$ cat config.mk
export PLATFORM = sky130hd
export DESIGN_NAME = spi_slave_flat
export DESIGN_NICKNAME = d
export VERILOG_FILES = /design/src/rtl/spi_slave_if.sv /design/src/rtl/spi_slave.sv /design/src/flat_wrapper.sv
export SDC_FILE = /design/constraint.sdc
export NUM_CORES = 1
export LEC_CHECK = 0
export ABC_AREA = 1
export CAP_MARGIN = 10
export CELL_PAD_IN_SITES_DETAIL_PLACEMENT = 1
export CELL_PAD_IN_SITES_GLOBAL_PLACEMENT = 1
export CORE_UTILIZATION = 40
export DETAILED_ROUTE_END_ITERATION = 12
export HOLD_SLACK_MARGIN = 0.06
export PLACE_DENSITY = 0.75
export SLEW_MARGIN = 10
export SYNTH_ARGS = -nofsm -noshare
export SYNTH_HDL_FRONTEND = slang
export SYNTH_SLANG_ARGS = --single-unit
$ cat constraint.sdc
create_clock -name Clk_i -period 1.5 [get_ports Clk_i]
set_input_delay 0.45 -clock Clk_i [delete_from_list [all_inputs] [get_ports Clk_i]]
set_output_delay 0.45 -clock Clk_i [all_outputs]
set_load 0.005 [all_outputs]
$ cat src/rtl/spi_slave_if.sv
// ----------------------------------------------------------------------------
// spi_slave_if
// Bundles the SPI pins and the local TX/RX byte handshake of spi_slave.
//
// Signals:
//   Sclk_i, Mosi_i, Ss_ni  SPI clock, data-in and active-low select from master
//   Miso_o, Miso_oe_o      serial data to master and its drive enable
//   TxBuf_i, TxLoad_i      byte written into the TX holding register on strobe
//   TxReady_o              TX holding register empty
//   Rcvd_o, Ready_o        last received byte and its one-cycle valid pulse
//   RxAck_i, Overrun_o     only with SPI_SLAVE_OVERRUN_EN defined
//
// Modports: slave (the spi_slave view), master (the environment driving it).
// ----------------------------------------------------------------------------
interface spi_slave_if;
    logic       Sclk_i;
    logic       Mosi_i;
    logic       Ss_ni;
    logic       Miso_o;
    logic       Miso_oe_o;
    logic [7:0] TxBuf_i;
    logic       TxLoad_i;
    logic       TxReady_o;
    logic [7:0] Rcvd_o;
    logic       Ready_o;
`ifdef SPI_SLAVE_OVERRUN_EN
    logic       RxAck_i;
    logic       Overrun_o;
`endif

    modport slave (
        input  Sclk_i, Mosi_i, Ss_ni, TxBuf_i, TxLoad_i,
`ifdef SPI_SLAVE_OVERRUN_EN
        input  RxAck_i,
        output Overrun_o,
`endif
        output Miso_o, Miso_oe_o, TxReady_o, Rcvd_o, Ready_o
    );

    modport master (
        output Sclk_i, Mosi_i, Ss_ni, TxBuf_i, TxLoad_i,
`ifdef SPI_SLAVE_OVERRUN_EN
        output RxAck_i,
        input  Overrun_o,
`endif
        input  Miso_o, Miso_oe_o, TxReady_o, Rcvd_o, Ready_o
    );
endinterface

$ cat src/rtl/spi_slave.sv
// ----------------------------------------------------------------------------
// spi_slave
// SPI mode-0 slave, MSB first, 8-bit frames, oversampled by the system clock.
// Sclk/Mosi/Ss_n are synchronized into Clk_i and edges are detected on the
// synchronized copies, so Sclk must stay at or below Clk_i/4.
//
// Ports:
//   Clk_i   system clock
//   Rst_ni  asynchronous active-low reset
//   bus     spi_slave_if.slave (SPI pins plus TX holding / RX byte handshake)
//
// Parameter:
//   SYNC_STAGES  synchronizer depth on Sclk, Mosi and Ss_n (2 or 3)
//
// Optional feature: define SPI_SLAVE_OVERRUN_EN to add RxAck_i/Overrun_o
// overrun detection on the received-byte path.
// ----------------------------------------------------------------------------
module spi_slave #(
    parameter int unsigned SYNC_STAGES = 2
) (
    input logic         Clk_i,
    input logic         Rst_ni,
    spi_slave_if.slave  bus
);

    typedef enum logic [1:0] {
        StIdle,
        StLoad,
        StShift
    } spiState_t;

    spiState_t stateQ, stateD;

    logic [SYNC_STAGES-1:0] sclkSyncQ, mosiSyncQ, ssSyncQ;
    logic                   sclkPrevQ, ssPrevQ;
    logic                   sclkS, mosiS, ssS;
    logic                   sclkRise, sclkFall, ssFall, ssRise;

    logic [2:0] bitCntQ;
    logic [7:0] rxShiftQ;
    logic [7:0] txShiftQ;
    logic [7:0] holdQ;
    logic       holdFullQ;
    logic [7:0] rcvdQ;
    logic       readyQ;

    logic loadTx;
    logic rxStep, txStep;
    logic byteDone, reload, takeHold;

    // ------------------------------------------------------------------------
    // Synchronizers and edge detection
    // ------------------------------------------------------------------------
    always_ff @(posedge Clk_i or negedge Rst_ni) begin
        if (!Rst_ni) begin
            sclkSyncQ <= '0;
            mosiSyncQ <= '0;
            ssSyncQ   <= '1;
            sclkPrevQ <= 1'b0;
            ssPrevQ   <= 1'b1;
        end else begin
            sclkSyncQ <= {sclkSyncQ[SYNC_STAGES-2:0], bus.Sclk_i};
            mosiSyncQ <= {mosiSyncQ[SYNC_STAGES-2:0], bus.Mosi_i};
            ssSyncQ   <= {ssSyncQ[SYNC_STAGES-2:0], bus.Ss_ni};
            sclkPrevQ <= sclkS;
            ssPrevQ   <= ssS;
        end
    end

    assign sclkS    = sclkSyncQ[SYNC_STAGES-1];
    assign mosiS    = mosiSyncQ[SYNC_STAGES-1];
    assign ssS      = ssSyncQ[SYNC_STAGES-1];
    assign sclkRise = sclkS & ~sclkPrevQ;
    assign sclkFall = ~sclkS & sclkPrevQ;
    assign ssFall   = ~ssS & ssPrevQ;
    assign ssRise   = ssS & ~ssPrevQ;

    // ------------------------------------------------------------------------
    // FSM
    // ------------------------------------------------------------------------
    always_ff @(posedge Clk_i or negedge Rst_ni) begin
        if (!Rst_ni) begin
            stateQ <= StIdle;
        end else begin
            stateQ <= stateD;
        end
    end

    always_comb begin
        stateD = stateQ;
        loadTx = 1'b0;
        unique case (stateQ)
            StIdle: begin
                if (ssFall) begin
                    stateD = StLoad;
                end
            end
            StLoad: begin
                loadTx = 1'b1;
                // A deselect arriving during the load cycle must not be lost.
                stateD = ssRise ? StIdle : StShift;
            end
            StShift: begin
                if (ssRise) begin
                    stateD = StIdle;
                end
            end
            default: stateD = StIdle;
        endcase
    end

    // A deselect takes priority over a coincident Sclk edge: the byte is dropped.
    assign rxStep   = (stateQ == StShift) & sclkRise & ~ssRise;
    assign txStep   = (stateQ == StShift) & sclkFall & ~ssRise;
    assign byteDone = rxStep & (bitCntQ == 3'd7);
    // In mode 0 the first Sclk edge of a frame is a rise, so a fall seen with
    // the counter at 0 can only be the 8th fall of a completed byte.
    assign reload   = txStep & (bitCntQ == 3'd0);
    assign takeHold = loadTx | reload;

    // ------------------------------------------------------------------------
    // Datapath
    // ------------------------------------------------------------------------
    always_ff @(posedge Clk_i or negedge Rst_ni) begin
        if (!Rst_ni) begin
            bitCntQ   <= 3'd0;
            rxShiftQ  <= 8'h00;
            txShiftQ  <= 8'h00;
            holdQ     <= 8'h00;
            holdFullQ <= 1'b0;
            rcvdQ     <= 8'h00;
            readyQ    <= 1'b0;
        end else begin
            readyQ <= byteDone;

            if (stateQ != StShift || ssRise) begin
                bitCntQ <= 3'd0;
            end else if (rxStep) begin
                bitCntQ <= bitCntQ + 3'd1;
            end

            if (rxStep) begin
                rxShiftQ <= {rxShiftQ[6:0], mosiS};
            end

            if (byteDone) begin
                rcvdQ <= {rxShiftQ[6:0], mosiS};
            end

            if (takeHold) begin
                txShiftQ <= holdFullQ ? holdQ : 8'hFF;
            end else if (txStep) begin
                txShiftQ <= {txShiftQ[6:0], 1'b0};
            end

            // A load coinciding with a reload wins: the reload already used the
            // old content, and the new byte keeps the register full.
            if (bus.TxLoad_i) begin
                holdQ     <= bus.TxBuf_i;
                holdFullQ <= 1'b1;
            end else if (takeHold) begin
                holdFullQ <= 1'b0;
            end
        end
    end

    assign bus.Miso_o    = (stateQ != StIdle) & txShiftQ[7];
    assign bus.Miso_oe_o = (stateQ != StIdle);
    assign bus.TxReady_o = ~holdFullQ;
    assign bus.Rcvd_o    = rcvdQ;
    assign bus.Ready_o   = readyQ;

`ifdef SPI_SLAVE_OVERRUN_EN
    // ------------------------------------------------------------------------
    // Overrun detection
    // ------------------------------------------------------------------------
    logic pendingQ, overrunQ;

    always_ff @(posedge Clk_i or negedge Rst_ni) begin
        if (!Rst_ni) begin
            pendingQ <= 1'b0;
            overrunQ <= 1'b0;
        end else begin
            if (byteDone) begin
                pendingQ <= 1'b1;
            end else if (bus.RxAck_i) begin
                pendingQ <= 1'b0;
            end

            // An ack in the completion cycle counts as reading the older byte.
            if (bus.RxAck_i) begin
                overrunQ <= 1'b0;
            end else if (byteDone && pendingQ) begin
                overrunQ <= 1'b1;
            end
        end
    end

    assign bus.Overrun_o = overrunQ;
`endif

endmodule
$ cat src/flat_wrapper.sv
// flat-port wrapper written by rule: the top's interface ports become plain ports
module spi_slave_flat 
#(
    parameter int unsigned SYNC_STAGES = 2
)
  (Clk_i, Rst_ni, bus_Sclk_i, bus_Mosi_i, bus_Ss_ni, bus_TxBuf_i, bus_TxLoad_i, bus_Miso_o, bus_Miso_oe_o, bus_TxReady_o, bus_Rcvd_o, bus_Ready_o);
  spi_slave_if bus_i ();
  input logic Clk_i;
  input logic Rst_ni;
  input wire logic [$bits(bus_i.Sclk_i)-1:0] bus_Sclk_i;
  input wire logic [$bits(bus_i.Mosi_i)-1:0] bus_Mosi_i;
  input wire logic [$bits(bus_i.Ss_ni)-1:0] bus_Ss_ni;
  input wire logic [$bits(bus_i.TxBuf_i)-1:0] bus_TxBuf_i;
  input wire logic [$bits(bus_i.TxLoad_i)-1:0] bus_TxLoad_i;
  output wire logic [$bits(bus_i.Miso_o)-1:0] bus_Miso_o;
  output wire logic [$bits(bus_i.Miso_oe_o)-1:0] bus_Miso_oe_o;
  output wire logic [$bits(bus_i.TxReady_o)-1:0] bus_TxReady_o;
  output wire logic [$bits(bus_i.Rcvd_o)-1:0] bus_Rcvd_o;
  output wire logic [$bits(bus_i.Ready_o)-1:0] bus_Ready_o;
  assign bus_i.Sclk_i = bus_Sclk_i;
  assign bus_i.Mosi_i = bus_Mosi_i;
  assign bus_i.Ss_ni = bus_Ss_ni;
  assign bus_i.TxBuf_i = bus_TxBuf_i;
  assign bus_i.TxLoad_i = bus_TxLoad_i;
  assign bus_Miso_o = bus_i.Miso_o;
  assign bus_Miso_oe_o = bus_i.Miso_oe_o;
  assign bus_TxReady_o = bus_i.TxReady_o;
  assign bus_Rcvd_o = bus_i.Rcvd_o;
  assign bus_Ready_o = bus_i.Ready_o;
  spi_slave #(.SYNC_STAGES(SYNC_STAGES)) u_core (.Clk_i(Clk_i), .Rst_ni(Rst_ni), .bus(bus_i));
endmodule
# After elaboration in Yosys (flattened, before gate mapping)
# Index checks and enable logic that the tools add are counted.
# op_classes
muxes	12
eq_ne	6
reduce_logical	8
addsub	1
n_bitwise	18
# ops
operator	n
8-bit two-way mux	3
1-bit AND	11
2-bit nonzero test	4
2-bit two-way mux	3
3-bit two-way mux	2
1-bit inverter	6
2-bit one-hot mux with 3 select lines	1
2-bit by 1-bit inequality test with 1-bit output (second input constant)	2
3-bit by 1-bit adder with 3-bit output (second input constant)	1
3-bit equality test (second input constant)	1
3-bit logical NOT	1
1-bit two-way mux	3
2-bit by 1-bit equality test with 1-bit output (second input constant)	1
2-bit equality test (second input constant)	1
2-bit logical NOT	1
2-bit inequality test (second input constant)	1
2-bit AND reduction	1
1-bit logical OR	1
1-bit bitwise OR	1
# totals
inputBits	14
register_bits	46

# Depth between registers and ports, before layout
# depth
ltp_word	8
ltp_mapped	10

# Worst setup path after synthesis
# OpenSTA, ideal clock, no wires.
# synth_timing
kind	register to register
start	register u_core.bitCntQ[0]
end	register u_core.txShiftQ[7]
stages_incl_launch_ff	11
t_required_ps	1387
setup_slack_ps	210
t_arrival_ps	1178
path_cell_list	dfrtp_1 > inv_1 > ha_1 > nand2_1 > nand2_1 > nand2_1 > nand2_1 > inv_1 > nand2_1 > nand2_1 > inv_1
# synth_via
elab_chain_cells	4
elab_cells_between_ends	5
# synth_lines
element	line	text
start: declaration	spi_slave.sv:39	logic [2:0] bitCntQ;
start signal: assignment	spi_slave.sv:139	bitCntQ <= bitCntQ + 3'd1;
3-bit logical NOT *	spi_slave.sv:118	assign reload = txStep & (bitCntQ == 3'd0);
1-bit AND *	spi_slave.sv:118	
1-bit bitwise OR *	spi_slave.sv:119	assign takeHold = loadTx | reload;
8-bit two-way mux or 2-bit nonzero test (tied branches)	-	
end signal: assignment	spi_slave.sv:151	txShiftQ <= holdFullQ ? holdQ : 8'hFF;
end signal: assignment	spi_slave.sv:153	txShiftQ <= {txShiftQ[6:0], 1'b0};
end: declaration	spi_slave.sv:41	logic [7:0] txShiftQ;
# Every way passes the cells marked *; elsewhere a longest branch is shown, timed or not.
# A chain may end at the register's enable or synchronous reset.

# Worst setup path after layout
# layout_timing
start	register u_core.stateQ[0]
end	output port bus_Miso_o
# layout_via
elab_chain_cells	2
# layout_lines
element	line	text
start: declaration	spi_slave.sv:32	spiState_t stateQ, stateD;
start signal: assignment	spi_slave.sv:83	stateQ <= StIdle;
start signal: assignment	spi_slave.sv:85	stateQ <= stateD;
2-bit nonzero test	spi_slave.sv:167	assign bus.Miso_o = (stateQ != StIdle) & txShiftQ[7];
1-bit AND	spi_slave.sv:167	
end: declaration	flat_wrapper.sv:15	output wire logic [$bits(bus_i.Miso_o)-1:0] bus_Miso_o;
# No other way between the ends.

==> results.tsv <==
metric	value	unit
outcome	complete, no violations	
p_leak	1.39	nW
startpoint_type	register	
vias	1526	
hold_viol	0	
setup_violations	0	
rows	25	
synth_top_area_share	0.533	
rsz0062_at_grt	yes	
crit_chain	nor2_2 > nor2_1 > buf_2	
die_w	73.0	um
yosysTopAreaCell	dfrtp_1	
fill_cells	570	
antenna_cells	0	
synth_common_cells	nand2_1 (73), dfrtp_1 (43), inv_1 (42)	
clockBufferDepth	2	
clock-sinks	46	
ys_warn_count	0	
fin_cells	336	
drive_above_1_share	0.171	
place_area	2390	um2
cts_made_buffers	5	
power_switching	0.000867	W
worst-setup-path-type	reg -> out	
power_density	1220	nW/um2
finalNetCount	285	
cp.arrival	1.01	ns
cp-end-kind	output pin	
grt_pass1_vias	1552	
cts_root_buf	clkbuf_8	
first_pass_iters	4	
cp_max_fo	2	
synth_nets	245	
peakVddDrop	615	uV
core-area	4790	um2
dieHeight	73.0	um
ctsHtreeMaxLevel	2	
wl_per_cell	12.6	um
grt_pass1_wl	7130	um
cap_viol_max_count	0	
io_pins	26	
period_share	0.972	
routed_via_density	4.54	
fin_area	2550	um2
clkPwrFrac	0.313	
overflow	0	
worst_slew_margin_rel	0.794	
clkTransAtPathRegs	0.09	ns
grt_antenna_before_repair	0	
antenna_left	0	
portBuffers	25	
p_int	0.00224	W
finalWirelength	4240	um
dr.first_iter.drc_count	65	
die-area	5330	um2
cp_slowest_cell	dfrtp_1	
r2r_slack	0.11	ns
swShare	0.279	
initial_core_util	0.422	
clk_latency	0.30	ns
final_core_util	0.533	
track_usage	0.181	
final-max-slew-violation-count	0	
clock_skew	0.00288	ns
synth_area_leaders	dfrtp_1 (53%), nand2_1 (14%), inv_1 (7.8%), o21ai_0 (4.5%), dfstp_2 (3.9%)	
worst_pin_slew	0.308	ns
cpPeakStageDelay	0.40	ns
cts_tree	yes	
dpl.cell_count	323	
p_seq_frac	0.493	
comb_power_share	0.195	
timing.fmax	686	MHz
syn-cell-area	2020	um2
yosysSeqAreaShare	0.572	
synth_cell_types	21	
hold_path.class	reg -> reg	
synth_edf_count	0	
drc	0	
required	1.05	ns
ys_ff_latch	46	
grt_max_degree	36	
synthFlopType	dfrtp_1	
syn_inst	228	
hpwlAfterDp	2960	um
routabilityCongestion	0.713	
syn_avg_cell_area	8.85	um2
synth_most_common_cell	nand2_1	
area_growth	26.3	%
period_minus_slack	1.46	ns
synthArstFlopShare	1.00	
flip-flops by register name (all words and copies together), names as in the netlist, 2 cells and up:
register,flops
u_core.bitCntQ,3
u_core.mosiSyncQ,2
u_core.holdQ,8
u_core.ssSyncQ,2
u_core.stateQ,2
u_core.rxShiftQ,7
u_core.txShiftQ,8
u_core.sclkSyncQ,2
u_core.bus.Rcvd_o,8
final timing paths:
kind | depth (start not counted) | startpoint | end
max | 3 | u_core.stateQ[0] | bus_Miso_o
min | 0 | u_core.sclkSyncQ[0] | u_core.sclkSyncQ[1]
max reg2reg | 8 | u_core.ssSyncQ[1] | u_core.txShiftQ[5]
min reg2reg | 0 | u_core.sclkSyncQ[0] | u_core.sclkSyncQ[1]
max in group asynchronous | 3 | Rst_ni | u_core.txShiftQ[4]
min in group asynchronous | 2 | Rst_ni | u_core.stateQ[0]
metal layers:
layer	track usage	share of wire	routed length (um)
met4	0.0850	0.017	70
met1	0.232	0.47	2010
met3	0.0552	0.038	163
met5	0	0	0
met2	0.278	0.47	2000
power by group through the flow:
stage	Clock (W)	Combinational [W]	Sequential [W]
floorplan	0	0.000384	0.00152
global placement	0	0.000568	0.00154
detailed placement	0	0.000592	0.00155
CTS	0.000997	0.000586	0.00153
global route	0.00103	0.000696	0.00155
finish	0.000971	0.000604	0.00153
repair_timing:
item / CTS / global route
setup endpoints to repair: 12 / 8
setup buffers: 3 / 1
hold endpoints to repair: 8 / 0
hold buffers: 1 / 0
resized for setup: 18 / 6
pin swaps: 2 / 2
area by class of cell:
| class | instances | area (um2) | area share |
|---|---|---|---|
| Clock buffer | 7 | 86.3 | 0.0339 |
| Clock inverter | 1 | 30.0 | 0.0118 |
| Inverter | 43 | 161 | 0.0633 |
| Multi-Input combinational cell | 133 | 683 | 0.268 |
| Sequential cell | 46 | 1150 | 0.453 |
| Tap cell | 67 | 83.8 | 0.0329 |
| Timing Repair Buffer | 39 | 349 | 0.137 |
logic make-up (layout without fill, tap and decap cells):
logic type	count (synthesis)	in the layout	synth area share
AO/OA/AOI/OAI	26	26	0.0775
adder cells (fa/ha/maj)	3	3	0.0186
buffers and inverters	49	90	0.0992
flip-flops	46	46	0.572
AND/OR/NAND/NOR	104	104	0.232
metrics by stage:
stage / TNS (ns) / power, W / worst slack [ns] / hold slack [ns]
after floorplan: 0 / 0.00190 / 0.210 / 0.154
after global placement: 0 / 0.00211 / 0.0621 / 0.333
after detailed placement: 0 / 0.00214 / 0.0293 / 0.346
after CTS: 0 / 0.00311 / 0.0235 / 0.364
after global routing: -0.0214 / 0.00328 / -0.0145 / 0.370
final: 0 / 0.00310 / 0.0416 / 0.361
critical path, delay by kind of cell, from the launching register on:
family / cells / cell delay (ns)
DFF: 1 / 0.40
and+or+nand+nor: 2 / 0.19
buffers and inverters: 1 / 0.12
placed cells by master, fill, tap and decap left out, types with 2 or more instances in the layout:
cell             Yosys  layout
clkbuf_8             0       6
o21ai_2              7       7
nand2_1             73      72
nand3b_1             6       6
dfrtp_1             43      43
inv_2                1       2
nand2_2              5       4
buf_4                2      12
inv_1               42      41
buf_2                1       2
ha_1                 3       3
dlygate4sd2_1        0      10
o21ai_0             18      18
dfstp_2              3       3
nor2_2               2       2
clkdlybuf4s50_1      0      12
nor2_1               4       3
nand2_4              1       3
nand3_1             11      11
Note: power is estimated with default switching activity, not from simulation.
